**src/rtl/mem_arbiter.sv**
```systemverilog
// mem_arbiter: two-requester (instruction fetch / load-store) arbiter in front
// of a single-port synchronous memory. Grants are combinational, and at most
// one requester is granted per cycle. A registered owner tag steers the read
// response, which arrives one cycle later, to the requester that issued it.
// Optional feature: define MEM_ARB_STARVE_GUARD_EN to enable the fetch
// starvation guard. When the macro is undefined, data requests always have
// priority and starve_cnt is tied to 0.
module mem_arbiter #(
  parameter int ADDR_W       = 32,
  parameter int DATA_W       = 32,
  parameter int STARVE_LIMIT = 4
) (
  input  logic              clk,
  input  logic              rst_n,
  input  logic              if_req,
  input  logic [ADDR_W-1:0] if_addr,
  output logic              if_gnt,
  output logic              if_rvalid,
  output logic [DATA_W-1:0] if_rdata,
  input  logic              d_req,
  input  logic              d_we,
  input  logic [ADDR_W-1:0] d_addr,
  input  logic [DATA_W-1:0] d_wdata,
  output logic              d_gnt,
  output logic              d_rvalid,
  output logic [DATA_W-1:0] d_rdata,
  output logic [ADDR_W-1:0] mem_addr,
  output logic              mem_we,
  output logic [DATA_W-1:0] mem_wdata,
  input  logic [DATA_W-1:0] mem_rdata,
  output logic [2:0]        starve_cnt
);

  typedef enum logic [1:0] {OWN_NONE = 2'd0, OWN_IF = 2'd1, OWN_D = 2'd2} owner_e;

  localparam logic [2:0] LIMIT = 3'(STARVE_LIMIT);

  owner_e     owner_q, owner_d;
  logic       starve_force;
  logic [2:0] starve_q;

  // Arbitration. Data normally wins. A saturated starve count hands the slot
  // to fetch. Both grants are held low while reset is asserted.
  always_comb begin
    d_gnt  = rst_n & d_req & ~(starve_force & if_req);
    if_gnt = rst_n & if_req & ~d_gnt;
  end

  // Memory port: the address follows the winner. Fetch address is the idle default.
  always_comb begin
    mem_addr  = d_gnt ? d_addr : if_addr;
    mem_we    = d_gnt & d_we;
    mem_wdata = d_wdata;
  end

`ifdef MEM_ARB_STARVE_GUARD_EN
  assign starve_force = (starve_q == LIMIT);

  // Count consecutive denied fetch cycles, saturating at the limit. The count
  // clears on a fetch grant or when fetch stops requesting.
  always_ff @(posedge clk or negedge rst_n) begin
    if (!rst_n)                starve_q <= '0;
    else if (if_req && !if_gnt) starve_q <= (starve_q == LIMIT) ? LIMIT : starve_q + 3'd1;
    else                       starve_q <= '0;
  end
`else
  assign starve_force = 1'b0;
  assign starve_q     = '0;
`endif

  assign starve_cnt = starve_q;

  // Owner tag register. Reset drops any read still in flight.
  always_ff @(posedge clk or negedge rst_n) begin
    if (!rst_n) owner_q <= OWN_NONE;
    else        owner_q <= owner_d;
  end

  // Next owner: only reads produce a response. Stores and idle cycles produce none.
  always_comb begin
    owner_d = OWN_NONE;
    if (if_gnt)              owner_d = OWN_IF;
    else if (d_gnt && !d_we) owner_d = OWN_D;
  end

  // Response steering. The read data bus is shared, and rvalid qualifies it.
  always_comb begin
    if_rvalid = (owner_q == OWN_IF);
    d_rvalid  = (owner_q == OWN_D);
    if_rdata  = mem_rdata;
    d_rdata   = mem_rdata;
  end

endmodule

```
**config.mk**
```make
export PLATFORM = sky130hd
export DESIGN_NAME = mem_arbiter
export DESIGN_NICKNAME = d
export VERILOG_FILES = /design/src/rtl/mem_arbiter.sv
export SDC_FILE = /design/constraint.sdc
export NUM_CORES = 1
export LEC_CHECK = 0
export CAP_MARGIN = 10
export CORE_AREA = 2 2 105 107
export CTS_CLUSTER_DIAMETER = 80
export CTS_CLUSTER_SIZE = 30
export DETAILED_ROUTE_END_ITERATION = 10
export DIE_AREA = 0 0 107 109
export GPL_ROUTABILITY_DRIVEN = 1
export GPL_TIMING_DRIVEN = 0
export PLACE_DENSITY = 0.67
export SYNTH_ARGS = -nofsm -noshare
export SYNTH_HDL_FRONTEND = slang
export SYNTH_SLANG_ARGS = --single-unit
```
**constraint.sdc**
```tcl
create_clock -name clk -period 1.6 [get_ports clk]
set_clock_uncertainty 0.15 [all_clocks]
set_input_delay 0.24 -clock clk [delete_from_list [all_inputs] [get_ports clk]]
set_output_delay 0.24 -clock clk [all_outputs]
set_load 0.03 [all_outputs]
```
==> run metrics, run 1 <==
Clock Tree Buf Depth 2; total gr overflow 0; diode count 0; vias in the first global route roughly 1700; Tcrit/Tclk final 0.986; Hold Crit Class input port to register; Area growth syn-to-layout 176%; Hold WS a little over 0.07 ns; hpwl dp roughly 5000 microns; WP data arrival ~1.2 ns; Startpoint Class input port; fin. max-slew vios 0; hold wc startpoint d_req; most frequent cells in the layout 162 x clkdlybuf4s50_1, 101 x buf_4, 28 x mux2_4, 16 x buf_2, 15 x buf_6; Net Switching between 0.6 and 0.7 mW; mean post-synth cell area approximately 9.3 sq um; Final Hold Viols 0; Flop pwr share 0.034; initial antenna violation count 0; Cell Chain, Critical Path buf_8, nand2_8, buf_12, clkbuf_16, mux2_4, buf_2; max incr delay on CP ~0.29 ns; outcome completed; first-pass GRT wire length approximately 7500 microns; Mapped Area 1340 sq um; Die H roughly 110 microns; Min-Delay Endpoint owner_q[0]; clock-pin slew on the worst setup and hold paths approximately 0.03 ns; Worst VDD drop ~0.23 mV; Post-Route WL 5550 microns; Fmax 634 MHz; Top Registers owner_q: 2 flops; Int Pwr 0.940 mW; WP buf/inv 4; most common cell after layout, fill and taps aside clkdlybuf4s50_1; Initial Util 0.127; PwrDens 426 nW/um^2; clock sink count 2; Worst path depth 6; Die Area about 12000 sq um; Core Util, Final 0.349; Rows 38; Sw Share 0.404; gr usage total 0.0804; core box area 10600 sq um; max cap viols 0; share of cells above drive strength 1 0.504; Setup Crit Path Kind input port to output pin; Cells after Synth 145; Max H-tree Level 1; Worst Path Required 1.21 ns; drt wl/cell about 11 microns; Pre-Repair DR Iteration Count 2; largest net degree at the start of global routing 11; Synth Register Bits 2; DRC violations left 0; port buffer count about 200; max reg flops 2; hold path cells 2; CTS Buf Count 3; Root Buffer clkbuf_8; Reg with most FFs owner_q; DR vias between 1500 and 2000; crit path max fanout 6; Ports between 200 and 300; CTS tree built; combinational share of power 0.844; Top delay family on crit path buffers and inverters; Setup crit end kind output pin; Seq/Total Area, Yosys 0.0373; nets just under 500; min Tclk post-route around 1.6 ns; CP max-delay cell mux2_4; RD Place Congestion ~0.73; final setup fails 0; clock group share of total power 0.122; synthesis warning total 0; leakage power ~1.8 nW; routed vias/inst about 3.3; Detailed Route Iter0 Violations 29; Die Wd roughly 110 microns; number of distinct library cells after synthesis 12; post-route ant nets 0
## metrics by stage
stage / TNS [ns] / cell area (sq um) / total power, mW / setup WS, ns / instances
floorplan: 0 / 1350 / 0.803 / 0.350 / 147
global placement: -29.74 / 3540 / 1.35 / -0.921 / 488
detailed placement: -29.71 / 3540 / 1.36 / -0.916 / 488
CTS: -0.153 / 3700 / 1.60 / -0.0329 / 499
global route: -0.00459 / 3700 / 1.65 / -0.00190 / 499
finish: 0 / 3700 / 1.58 / 0.0231 / 499
## per-layer routing
layer,track usage,wire [microns]
met5,0,0
met3,0.0299,728
met4,0.0139,16
met1,0.0622,1490
met2,0.183,3320
## synthesized netlist by cell type, drive strengths merged
| cell | instances | area share |
|---|---|---|
| nand2 | 2 | 0.011 |
| dfrtp | 2 | 0.037 |
| buf | 102 | 0.58 |
| nor2 | 2 | 0.0056 |
| mux2 | 32 | 0.35 |
| inv | 1 | 0.0028 |
| and3 | 1 | 0.0047 |
| conb | 1 | 0.0028 |
| nor2b | 2 | 0.0093 |
## how the worst max path moves through the flow
stage / startpoint / to / slack (ns)
2_1_floorplan: d_req / mem_addr[10] / 0.35
4_1_cts: rst_n / mem_addr[12] / -0.03
6_report: rst_n / mem_addr[25] / 0.02
5_1_grt: rst_n / mem_addr[30] / -0.002
3_3_place_gp: rst_n / mem_addr[5] / -0.92
3_5_place_dp: rst_n / mem_addr[5] / -0.92
## power groups by stage
stage	combinational (mW)	clock [mW]	sequential, mW
final	1.33	0.193	0.0538
after global routing	1.39	0.210	0.0540
after CTS	1.34	0.199	0.0538
after detailed placement	1.31	0	0.0543
after global placement	1.30	0	0.0541
after floorplan	0.749	0	0.0541
## kinds of logic after synthesis
group / after synthesis / synth area share
buffers and inverters: 103 / 0.582
other: 1 / 0.00280
flip-flops: 2 / 0.0373
AND/OR/NAND/NOR: 7 / 0.0308
multiplexers: 32 / 0.347
## what timing repair did
item / CTS / global route
setup buffers: 5 / 0
hold endpoints to repair: 2 / 0
cloned: 2 / 1
gates resized for setup: 219 / 8
hold buffers: 1 / 0
pin swaps: 1 / 0
setup endpoints to repair: 37 / 16
## cell type report
class | count | area (sq um)
Inverter | 1 | 3.75
Tap cell | 140 | 175
Clock buffer | 3 | 41.3
Timing Repair Buffer | 209 | 2100
Fill cell | 1067 | 6900
Sequential cell | 2 | 50.0
Multi-Input combinational cell | 42 | 527
Buffer | 102 | 803
Note: power is estimated with default switching activity, not from simulation.
==> inputs of run 2 (changes only) <==
- CORE_AREA: 2 2 105 107 -> 10 10 96 98
- CTS_CLUSTER_DIAMETER: 80 -> default
- DIE_AREA: 0 0 107 109 -> 0 0 106 108
- PLACE_DENSITY: 0.67 -> 0.87
==> run 2 against run 1 <==
Against the previous run:
- die area is 1.8% lower
- largest power group unchanged
- combinational power hardly changed
- global-route usage is 4.5 points higher
- final area is 1.5% lower
- cell count is 7.2% lower
- critical path depth stayed put
==> run metrics, run 2 (synthesis results as in run 1) <==
Final Non-Filler Cells 463 (-7.2%); diode count 0 (unchanged); wire length on met3 898 microns (+23%); RSZ-0062 raised after global routing false; CTS Buf Count 3 (unchanged); Flop pwr share 0.034 (about the same); vias in the first global route 1991 (+16%); max cap viols 0 (unchanged); Hold Crit Class input port to register; Ports 269 (unchanged); Die H 108 microns (-0.92%); clock group share of total power 0.123 (about the same); most common cell after layout, fill and taps aside clkdlybuf4s50_1; max reg flops 2 (unchanged); RD Place Congestion 0.718 (-2.3%); port buffer count 201 (unchanged); post-route ant nets 0 (unchanged); combinational share of power 0.843 (about the same); power after layout 1.60 mW (+1.7%); M1 wire length 2390 microns (+60%); Max H-tree Level 1 (unchanged); Initial Util 0.180 (+0.0536); Setup crit end kind output pin; Detailed Route Iter0 Violations 11 (-62%); Cells after DPL 450 (-7.8%); drt wl/cell 17.5 microns (+57%); outcome completed; Int Pwr 0.941 mW (about the same); Reg with most FFs owner_q; clock sink count 2 (unchanged); Die Area 11400 sq um (-1.8%); Net Switching 0.664 mW (+4.2%); Area growth syn-to-layout 172%; top layer reached by signal wires met4; gr usage total 0.125 (+0.0450); total gr overflow 0 (unchanged); Root Buffer clkbuf_8; Hold WS 0.173 ns (+0.101 ns); CTS tree built; Rows 32 (-16%); first-pass GRT wire length 11400 microns (+53%); WP data arrival 1.17 ns (-0.02 ns); Post-Route WL 8090 microns (+46%); nets 496 (+0.40%); clock-pin slew on the worst setup and hold paths 0.03 ns (about the same); DR vias 1636 (-1.9%); Clock Tree Buf Depth 2 (unchanged); leakage power 1.77 nW (-0.31%); PwrDens 440 nW/um^2 (+3.3%); Tcrit/Tclk final 0.974 (-0.0113); Final Hold Viols 0 (unchanged); Setup Crit Path Kind input port to output pin; Die Wd 106 microns (-0.93%); fin. max-slew vios 0 (unchanged); share of cells above drive strength 1 0.507 (+0.00275); core box area 7450 sq um (-30%); WL met2 4750 microns (+43%); Worst Path Required 1.21 ns (about the same); hpwl dp 7500 microns (+50%); Sw Share 0.414 (+0.00977); largest net degree at the start of global routing 11 (unchanged); routed vias/inst 3.53 (+5.8%); Pre-Repair DR Iteration Count 4 (+2); DRC violations left 0 (unchanged); final setup fails 0 (unchanged); crit path max fanout 10 (+4); Fmax 642 MHz (+1.2%); Worst VDD drop 0.216 mV (-6.1%); min Tclk post-route 1.56 ns (-0.0181 ns); Startpoint Class input port; Top Registers owner_q: 2 flops; initial antenna violation count 0 (unchanged); most frequent cells in the layout 162 x clkdlybuf4s50_1, 104 x buf_4, 28 x mux2_4, 22 x buf_6, 13 x buf_2
-- run 2: final cells by class --
| cell class | instances | area [sq um] |
|---|---|---|
| Tap cell | 102 | 128 |
| Inverter | 1 | 3.75 |
| Clock buffer | 3 | 41.3 |
| Buffer | 100 | 763 |
| Sequential cell | 2 | 50.0 |
| Multi-Input combinational cell | 42 | 527 |
| Timing Repair Buffer | 213 | 2130 |
| Fill cell | 701 | 3800 |
-- run 2: what timing repair did --
item | in CTS | in global routing
hold endpoints to repair | 2 | 0
setup buffers | 10 | 1
pin swaps | 1 | 1
endpoints found under the setup margin | 37 | 20
hold buffers | 1 | 0
cloned | 2 | 0
resized for setup | 229 | 8
-- run 2: final timing paths --
check / startpoint / to / slack, ns / depth (start not counted)
min in group asynchronous: rst_n / owner_q[0] / 0.33 / 3
worst min-delay path: d_req / owner_q[0] / 0.17 / 3
max in group asynchronous: rst_n / owner_q[1] / 0.83 / 3
worst max-delay path: d_req / mem_addr[26] / 0.04 / 6
-- run 2: critical path: stages --
cell and delay (ns):
buf_8 0.11, nand2_8 0.08, buf_4 0.12, buf_12 0.13, mux2_4 0.30, buf_2 0.18
-- run 2: power groups by stage --
stage	registers, mW	logic (mW)	clock network, mW
final	0.0541	1.35	0.198
after global routing	0.0544	1.41	0.209
after CTS	0.0541	1.39	0.202
after detailed placement	0.0545	1.33	0
after global placement	0.0542	1.32	0
after floorplan	0.0541	0.749	0
-- run 2: per-stage QoR --
| step | cell area (sq um) | setup TNS [ns] | setup WS (ns) | utilization |
|---|---|---|---|---|
| 6_report | 3650 | 0 | 0.0412 | 0.490 |
| 5_1_grt | 3650 | 0 | 0.00328 | 0.490 |
| 4_1_cts | 3730 | -0.00137 | -0.00106 | 0.501 |
| 3_5_place_dp | 3490 | -30.62 | -0.937 | 0.468 |
| 3_3_place_gp | 3490 | -29.48 | -0.905 | 0.468 |
| 2_1_floorplan | 1350 | 0 | 0.350 | - |
-- run 2: metal layers --
metal,vias to the layer above,global-route usage
met3,4,0.0589
met4,0,0.0290
met1,734,0.109
met2,105,0.254
met5,-,0
li1,793,-
==> inputs of run 3 (changes only) <==
- CTS_CLUSTER_SIZE: 30 -> 28
==> results of run 3 <==
The final DEF is identical to that of run 2; final timing and power are the same.
